`src/rtl/pattern_11011_tx_if.sv`:
```
`default_nettype none
// ============================================================================
//  Module      : pattern_11011_tx_if
//  Description : Load handshake, serial line and golden-model bundle for
//                pattern_11011_tx.
//  Revision    : 1.0 - initial release
// ============================================================================
interface pattern_11011_tx_if #(
  parameter int WIDTH = 16,
  parameter int CNT_W = 8
);
  localparam int LEN_W = $clog2(WIDTH) + 1;

  logic             load_valid;
  logic             load_ready;
  logic [WIDTH-1:0] data_in;
  logic [LEN_W-1:0] len_in;
  logic             hold;
  logic             clr_cnt;
  logic             n;
  logic             n_valid;
  logic             done;
  logic             err;
  logic             exp_d;
  logic [CNT_W-1:0] exp_cnt;

  modport master (
    output load_valid, data_in, len_in, hold, clr_cnt,
    input  load_ready, n, n_valid, done, err, exp_d, exp_cnt
  );

  modport slave (
    input  load_valid, data_in, len_in, hold, clr_cnt,
    output load_ready, n, n_valid, done, err, exp_d, exp_cnt
  );
endinterface
`default_nettype wire

```
`src/rtl/pattern_11011_tx.sv`:
```
`default_nettype none
// ============================================================================
//  Module      : pattern_11011_tx
//  Description : Serialises MSB-first frames onto n and runs a golden Mealy
//                11011 overlapping detector with a saturating match counter.
//  Revision    : 1.0 - initial release
// ============================================================================
module pattern_11011_tx #(
  parameter int WIDTH = 16,
  parameter int CNT_W = 8
) (
  input  wire logic         clk,
  input  wire logic         rst,
  pattern_11011_tx_if.slave bus
);

  localparam int               LEN_W   = $clog2(WIDTH) + 1;
  localparam logic [LEN_W-1:0] LEN_MAX = LEN_W'(WIDTH);
  localparam logic [CNT_W-1:0] CNT_SAT = '1;

  typedef enum logic [1:0] {
    IDLE  = 2'd0,
    SHIFT = 2'd1,
    DONE  = 2'd2
  } state_t;

  state_t           state_q;
  logic [WIDTH-1:0] sr_q;
  logic [LEN_W-1:0] len_q;
  logic [LEN_W-1:0] bit_cnt_q;
  logic             n_q;
  logic             n_valid_q;
  logic             done_q;
  logic             err_q;
  logic [3:0]       hist_q;
  logic [CNT_W-1:0] exp_cnt_q;
  logic [CNT_W-1:0] exp_cnt_d;
  logic             w_len_ok;
  logic             w_exp_d;

  assign w_len_ok = (bus.len_in != '0) && (bus.len_in <= LEN_MAX);

  always_ff @(posedge clk or posedge rst) begin
    if (rst) begin
      state_q   <= IDLE;
      sr_q      <= '0;
      len_q     <= '0;
      bit_cnt_q <= '0;
      n_q       <= 1'b0;
      n_valid_q <= 1'b0;
      done_q    <= 1'b0;
      err_q     <= 1'b0;
    end else begin
      n_q       <= 1'b0;
      n_valid_q <= 1'b0;
      done_q    <= 1'b0;
      err_q     <= 1'b0;
      case (state_q)
        IDLE: begin
          if (bus.load_valid) begin
            if (w_len_ok) begin
              sr_q      <= bus.data_in;
              len_q     <= bus.len_in;
              bit_cnt_q <= '0;
              state_q   <= SHIFT;
            end else begin
              err_q <= 1'b1;
            end
          end
        end
        SHIFT: begin
          // A held cycle leaves the line at 0 and keeps the pending bit in place.
          if (!bus.hold) begin
            if (bit_cnt_q == len_q) begin
              done_q  <= 1'b1;
              state_q <= DONE;
            end else begin
              n_q       <= sr_q[WIDTH-1];
              n_valid_q <= 1'b1;
              sr_q      <= {sr_q[WIDTH-2:0], 1'b0};
              bit_cnt_q <= bit_cnt_q + LEN_W'(1);
            end
          end
        end
        DONE: begin
          state_q <= IDLE;
        end
        default: begin
          state_q <= IDLE;
        end
      endcase
    end
  end

  // The reference detector watches the raw line, idle and held zeros included.
  assign w_exp_d = (hist_q == 4'b1101) && n_q;

  always_comb begin
    exp_cnt_d = exp_cnt_q;
    if (bus.clr_cnt) begin
      exp_cnt_d = '0;
    end else if (w_exp_d && (exp_cnt_q != CNT_SAT)) begin
      exp_cnt_d = exp_cnt_q + CNT_W'(1);
    end
  end

  always_ff @(posedge clk or posedge rst) begin
    if (rst) begin
      hist_q    <= '0;
      exp_cnt_q <= '0;
    end else begin
      hist_q    <= {hist_q[2:0], n_q};
      exp_cnt_q <= exp_cnt_d;
    end
  end

  assign bus.load_ready = (state_q == IDLE);
  assign bus.n          = n_q;
  assign bus.n_valid    = n_valid_q;
  assign bus.done       = done_q;
  assign bus.err        = err_q;
  assign bus.exp_d      = w_exp_d;
  assign bus.exp_cnt    = exp_cnt_q;

endmodule
`default_nettype wire

```
`src/flat_wrapper.sv`:
```
// flat-port wrapper written by rule: the top's interface ports become plain ports
module pattern_11011_tx_flat 
#(
  parameter int WIDTH = 16,
  parameter int CNT_W = 8
)
  (clk, rst, bus_load_valid, bus_data_in, bus_len_in, bus_hold, bus_clr_cnt, bus_load_ready, bus_n, bus_n_valid, bus_done, bus_err, bus_exp_d, bus_exp_cnt);
  pattern_11011_tx_if #(.WIDTH(WIDTH), .CNT_W(CNT_W)) bus_i ();
  input  wire logic clk;
  input  wire logic rst;
  input wire logic [$bits(bus_i.load_valid)-1:0] bus_load_valid;
  input wire logic [$bits(bus_i.data_in)-1:0] bus_data_in;
  input wire logic [$bits(bus_i.len_in)-1:0] bus_len_in;
  input wire logic [$bits(bus_i.hold)-1:0] bus_hold;
  input wire logic [$bits(bus_i.clr_cnt)-1:0] bus_clr_cnt;
  output wire logic [$bits(bus_i.load_ready)-1:0] bus_load_ready;
  output wire logic [$bits(bus_i.n)-1:0] bus_n;
  output wire logic [$bits(bus_i.n_valid)-1:0] bus_n_valid;
  output wire logic [$bits(bus_i.done)-1:0] bus_done;
  output wire logic [$bits(bus_i.err)-1:0] bus_err;
  output wire logic [$bits(bus_i.exp_d)-1:0] bus_exp_d;
  output wire logic [$bits(bus_i.exp_cnt)-1:0] bus_exp_cnt;
  assign bus_i.load_valid = bus_load_valid;
  assign bus_i.data_in = bus_data_in;
  assign bus_i.len_in = bus_len_in;
  assign bus_i.hold = bus_hold;
  assign bus_i.clr_cnt = bus_clr_cnt;
  assign bus_load_ready = bus_i.load_ready;
  assign bus_n = bus_i.n;
  assign bus_n_valid = bus_i.n_valid;
  assign bus_done = bus_i.done;
  assign bus_err = bus_i.err;
  assign bus_exp_d = bus_i.exp_d;
  assign bus_exp_cnt = bus_i.exp_cnt;
  pattern_11011_tx #(.WIDTH(WIDTH), .CNT_W(CNT_W)) u_core (.clk(clk), .rst(rst), .bus(bus_i));
endmodule
```
`config.mk`:
```
export PLATFORM = sky130hd
export DESIGN_NAME = pattern_11011_tx_flat
export DESIGN_NICKNAME = d
export VERILOG_FILES = /design/src/rtl/pattern_11011_tx_if.sv /design/src/rtl/pattern_11011_tx.sv /design/src/flat_wrapper.sv
export SDC_FILE = /design/constraint.sdc
export NUM_CORES = 1
export LEC_CHECK = 0
export ABC_CLOCK_PERIOD_IN_PS = 2400
export CAP_MARGIN = 20
export CORE_UTILIZATION = 35
export CTS_CLUSTER_DIAMETER = 150
export CTS_CLUSTER_SIZE = 28
export DETAILED_ROUTE_END_ITERATION = 8
export PLACE_DENSITY = 0.69
export RECOVER_POWER = 100
export SETUP_SLACK_MARGIN = 0.02
export SLEW_MARGIN = 20
export SYNTH_ARGS = -nofsm -noshare
export SYNTH_HDL_FRONTEND = slang
export SYNTH_SLANG_ARGS = --single-unit
```
`constraint.sdc`:
```
create_clock -name clk -period 2.4 [get_ports clk]
set_input_delay 0.48 -clock clk [delete_from_list [all_inputs] [get_ports clk]]
set_output_delay 0.48 -clock clk [all_outputs]
set_load 0.05 [all_outputs]
```
-- After elaboration in Yosys (flattened, before gate mapping)
Index checks and enable logic that the tools add are counted.
- bits in registers: 44
- input bits: 26
- output and inout bits: 14
- logic and storage cells: 61
- add/sub/neg operators: 2
- order comparisons: 1
- equal/unequal tests: 9
- multiplexer cells: 29
- reduce and logical (&&, ||, !) cells: 10
- operators by type and width (kind ; count):
    2-to-1 mux 16 bit ; 4
    one-hot mux 16 bit (2 select lines) ; 1
    2-to-1 mux 5 bit ; 4
    2-to-1 mux 8 bit ; 2
    2-to-1 mux 1 bit ; 12
    one-hot mux 5 bit (2 select lines) ; 1
    adder 8 x 1 -> 8 bit (second input constant) ; 1
    2-to-1 mux 2 bit ; 4
    != test 8 bit (second input constant) ; 1
    != test 2 bit (second input constant) ; 3
    adder 5 x 1 -> 5 bit (second input constant) ; 1
    equality test 5 bit ; 1
    <= comparator 5 bit (second input constant) ; 1
    AND reduction 5 bit ; 1
    nonzero test 5 bit ; 1
    equality test 4 bit (second input constant) ; 1
    != test 2 x 1 -> 1 bit (second input constant) ; 2
    one-hot mux 2 bit (2 select lines) ; 1
    AND reduction 4 bit ; 1
    nonzero test 2 bit ; 2
    logical AND 1 bit ; 3
    AND reduction 3 bit ; 1
    equality test 2 x 1 -> 1 bit (second input constant) ; 1
    logical NOT 2 bit ; 1

-- Logic depth before layout (Yosys ltp)
- word-level depth: 5
- gate-level depth with buffers: 6
- gate-level depth less buffers: 5

-- Worst setup path before layout
Ideal clock, no wire load.
- path kind: input to register
- start: input port bus_len_in[0]
- end: register u_core.sr_q[11]
- setup time: 0.125 ns
- arrival time: 2.048 ns
- data required time: 2.275 ns
- path slack: 0.227 ns
- stages: 5
- path buffers: 1
- cells stage by stage: nor4_4 -> mux2i_2 -> nand3_4 -> buf_6 -> mux2_4
- cells in the longest elaborated chain, start to end: 4
- elaborated cells between the ends (all ways): 5
- those cells by class: order compare (1); eq/ne (1); reduce/logical (3)
- ends and longest elaborated chain (what ; RTL line ; text):
    from (decl) ; flat_wrapper.sv:13 ; input wire logic [$bits(bus_i.len_in)-1:0] bus_len_in;
    <= comparator 5 bit / nonzero test 5 bit (equally long branches) ; pattern_11011_tx.sv:41 ; assign w_len_ok = (bus.len_in != '0) && (bus.len_in <= LEN_MAX);
    logical AND 1 bit (*) ; pattern_11011_tx.sv:41 ;
    != test 2 x 1 -> 1 bit (no source line) (*) ; n/a ;
    AND reduction 5 bit (no source line) (*) ; n/a ;
    to (signal assigned) ; pattern_11011_tx.sv:62 ; sr_q <= bus.data_in;
    to (signal assigned) ; pattern_11011_tx.sv:80 ; sr_q <= {sr_q[WIDTH-2:0], 1'b0};
    to (decl) ; pattern_11011_tx.sv:28 ; logic [WIDTH-1:0] sr_q;
Every way passes the cells marked *; elsewhere a longest branch is shown, timed or not.
A chain may end at the register's enable or synchronous reset.

-- Worst setup path after layout
- start: register u_core.state_q[0]
- end: output port bus_load_ready
- cells in the longest elaborated chain, start to end: 1
- ends and longest elaborated chain (what ; RTL line ; text):
    from (decl) ; pattern_11011_tx.sv:27 ; state_t state_q;
    from (signal assigned) ; pattern_11011_tx.sv:45 ; state_q <= IDLE;
    from (signal assigned) ; pattern_11011_tx.sv:65 ; state_q <= SHIFT;
    from (signal assigned) ; pattern_11011_tx.sv:76 ; state_q <= DONE;
    logical NOT 2 bit ; pattern_11011_tx.sv:117 ; assign bus.load_ready = (state_q == IDLE);
    to (decl) ; flat_wrapper.sv:16 ; output wire logic [$bits(bus_i.load_ready)-1:0] bus_load_ready;
Every way passes these cells.

==> results.sh <==
export IMPL_syn2layout_area_growth_pct=24.6
export IMPL_drive_gt1_share_pct=11.6
export IMPL_clock_root_buffer="clkbuf_8"
export IMPL_grt_usage_pct=14.7
export IMPL_nets=287
export IMPL_holdWs_ns=0.381
export IMPL_setup_tns_ns=0
export IMPL_core_um2=5960
export IMPL_drcViolationCount=0
export IMPL_die_y_um=80.9
export IMPL_synth_nets=243
export IMPL_dp_cells=327
export IMPL_cp_max_fo=7
export IMPL_grt_pass1_wl_um=7260
export IMPL_vias_per_cell=4.98
export IMPL_drt_wirelength_per_cell_um=13.0
export IMPL_die_x_um=80.9
export IMPL_fin_crit_sh_pct=93.7
export IMPL_cts_sinks=44
export IMPL_grt_max_degree=29
export IMPL_pin_count=40
export IMPL_power_density_nw_per_um2=1060
export IMPL_critPathRequiredTime_ns=1.92
export IMPL_status="finished clean"
export IMPL_diodes=0
export IMPL_dp_worst_setup_slack_ns=0.0531
export IMPL_dp_hpwl_um=3160
export IMPL_gp_congestion=0.812
export IMPL_synth_distinct_cells=42
export IMPL_cts_tree="done"
export IMPL_final_cells=334
export IMPL_ant_nets=0
export IMPL_setup_ws_ns=0.151
export IMPL_worst_pin_slew_ns=0.685
export IMPL_reg2reg_depth=5
export IMPL_synth_seq_cells=44
export IMPL_seqPwrFrac_pct=40.8
export IMPL_synth_avg_cell_area_um2=10.1
export IMPL_yosys_most_used_dff="dfrtp_1"
export IMPL_max_cap_violations=0
export IMPL_syn_area_um2=2180
export IMPL_drv_slew=0
export IMPL_hold_viol=0
export IMPL_grt_pass1_vias=1620
export IMPL_end_kind="primary output"
export IMPL_holdBufCountCts=0
export IMPL_die_area_um2=6550
export IMPL_pwr_share_comb_pct=43.6
export IMPL_synthArstFlopShare_pct=100
export IMPL_worst_setup_path_start_kind="flop"
export IMPL_clock_path_buffers=2
export IMPL_cts_htree_levels=2
export IMPL_num_rows=28
export IMPL_cts_setup_buffers=0
export IMPL_hp_class="reg -> reg"
export IMPL_routed_wirelength_um=4350
export IMPL_p_int_mw=1.79
export IMPL_grt_ovfl_total=0
export IMPL_drt_iter0_drc=81
export IMPL_syn_inst=215
export IMPL_hold_path_depth=0
export IMPL_io_buffer_count=39
export IMPL_skew_ns=0.00597
export IMPL_r2r_setup_slack_ns=0.51
export IMPL_clock_fmax_mhz=445
export IMPL_yosysWarnings=0
export IMPL_ctsResizeCount=0
export IMPL_clockPowerShare_pct=15.6
export IMPL_synth_edf_count=0
export IMPL_insertion_delay_ns=0.30
export IMPL_vias=1664
export IMPL_cts_buffers=5
export IMPL_start_util_pct=36.6
export IMPL_crit_type="reg -> out"
export IMPL_power_leakage_nw=1.25
export IMPL_slew_headroom_pct=54.3
export IMPL_rsz0062_at_grt="false"
export IMPL_swShare_pct=37.9
export IMPL_cp_arrival_ns=1.77
export IMPL_p_switching_mw=1.09
export IMPL_finalSetupViolCount=0
export IMPL_clk_transition_reported_paths_ns=0.08
export IMPL_antenna_found_initial=0
export IMPL_layout_min_cycle_time_ns=2.25
export IMPL_dr_pass1_iters=4
export IMPL_seq_area_frac_synth_pct=50.5
export IMPL_peakVddDrop_mv=0.421
power groups by stage:
stage | logic, mW | clock network [mW] | registers (mW)
final | 1.26 | 0.450 | 1.18
after global routing | 1.42 | 0.497 | 1.21
after CTS | 1.40 | 0.467 | 1.18
after detailed placement | 1.40 | 0 | 1.19
after global placement | 1.35 | 0 | 1.19
after floorplan | 1.03 | 0 | 1.20
synthesized netlist by cell type, drive strengths merged, types with 2 or more instances:
cell | count | area (um2)
a21oi | 5 | 25.0
buf | 2 | 15.0
clkbuf | 7 | 26.3
dfrtp | 44 | 1100
ha | 2 | 25.0
inv | 8 | 30.0
mux2 | 20 | 251
mux2i | 3 | 33.8
nand2 | 53 | 199
nand3 | 9 | 57.6
nand4 | 4 | 25.0
nor2 | 6 | 22.5
nor2b | 2 | 12.5
nor3 | 6 | 30.0
nor4 | 3 | 33.8
o21ai | 9 | 45.0
o311ai | 2 | 17.5
o31ai | 2 | 15.0
o41ai | 2 | 17.5
or2 | 2 | 12.5
or3 | 5 | 31.3
xor2 | 5 | 43.8
state kept, by name (all words and copies together), names as in the netlist, 2 cells and up:
name / cells
u_core.len_q: 5
u_core.state_q: 2
u_core.hist_q: 4
u_core.sr_q: 16
u_core.bit_cnt_q: 5
u_core.bus.exp_cnt: 8
stage by stage:
stage               cell area [um2]  power (mW)  util, %
finish                         2720        2.89     45.6
global route                   2720        3.12     45.6
CTS                            2780        3.05     46.7
detailed placement             2700        2.59     45.3
global placement               2700        2.54     45.3
floorplan                      2180        2.22        -
area by class of cell:
| cell class | count | area (um2) |
|---|---|---|
| fill | 580 | 3240 |
| sequential | 44 | 1100 |
| multi-input combinational | 154 | 966 |
| timing repair buffer | 46 | 444 |
| tap | 75 | 93.8 |
| clock buffer | 5 | 68.8 |
| inverter | 8 | 30.0 |
| clock inverter | 2 | 12.5 |
final timing paths:
path | startpoint | endpoint
max | u_core.state_q[0]$_DFFE_PP0P_ | bus_load_ready
min | u_core.hist_q[2]$_DFF_PP0_ | u_core.hist_q[3]$_DFF_PP0_
max reg2reg | u_core.bit_cnt_q[0]$_DFFE_PP0P_ | u_core.sr_q[11]$_DFFE_PP0P_
min reg2reg | u_core.hist_q[2]$_DFF_PP0_ | u_core.hist_q[3]$_DFF_PP0_
max in group asynchronous | rst | u_core.sr_q[9]$_DFFE_PP0P_
min in group asynchronous | rst | u_core.bus.exp_cnt[5]$_DFFE_PP0P_
cells in the final DEF, fill, tap and decap left out, types with 2 or more instances in the layout:
master | synthesis | routed
dlygate4sd3_1 | 0 | 13
inv_1 | 8 | 7
dfrtp_1 | 44 | 44
nor4_1 | 2 | 3
clkdlybuf4s50_1 | 0 | 25
o21ai_0 | 7 | 8
a21oi_1 | 5 | 5
mux2_1 | 0 | 8
mux2_2 | 13 | 12
buf_4 | 0 | 4
mux2i_1 | 2 | 2
xor2_1 | 5 | 5
or3_1 | 5 | 5
nand2_1 | 53 | 53
clkbuf_2 | 0 | 2
nand4_1 | 4 | 4
o31ai_1 | 2 | 2
clkbuf_8 | 0 | 5
o311ai_0 | 2 | 2
nor3_1 | 6 | 6
o41ai_1 | 2 | 2
nor2_1 | 6 | 6
nand3_1 | 8 | 8
ha_1 | 2 | 2
nor2b_1 | 2 | 2
metal layers:
metal / global-route usage (%) / wire length (um)
met4: 5.89 / 67
met2: 24.8 / 2120
met3: 3.26 / 174
met1: 18.1 / 1990
met5: 0 / 0
worst max-delay path: stages (launching register included):
cell             delay (ns)
dfrtp_1                0.46
nor2_1                 0.19
clkdlybuf4s50_1        0.83
cell families after synthesis:
| group | synth area share [%] |
|---|---|
| AND/OR/NAND/NOR | 22.6 |
| multiplexers | 13.1 |
| XOR/XNOR | 2.41 |
| flip-flops | 50.5 |
| AO/OA/AOI/OAI | 6.95 |
| buffers and inverters | 3.27 |
| adder cells (fa/ha/maj) | 1.15 |
(Power assumes the default switching activity.)
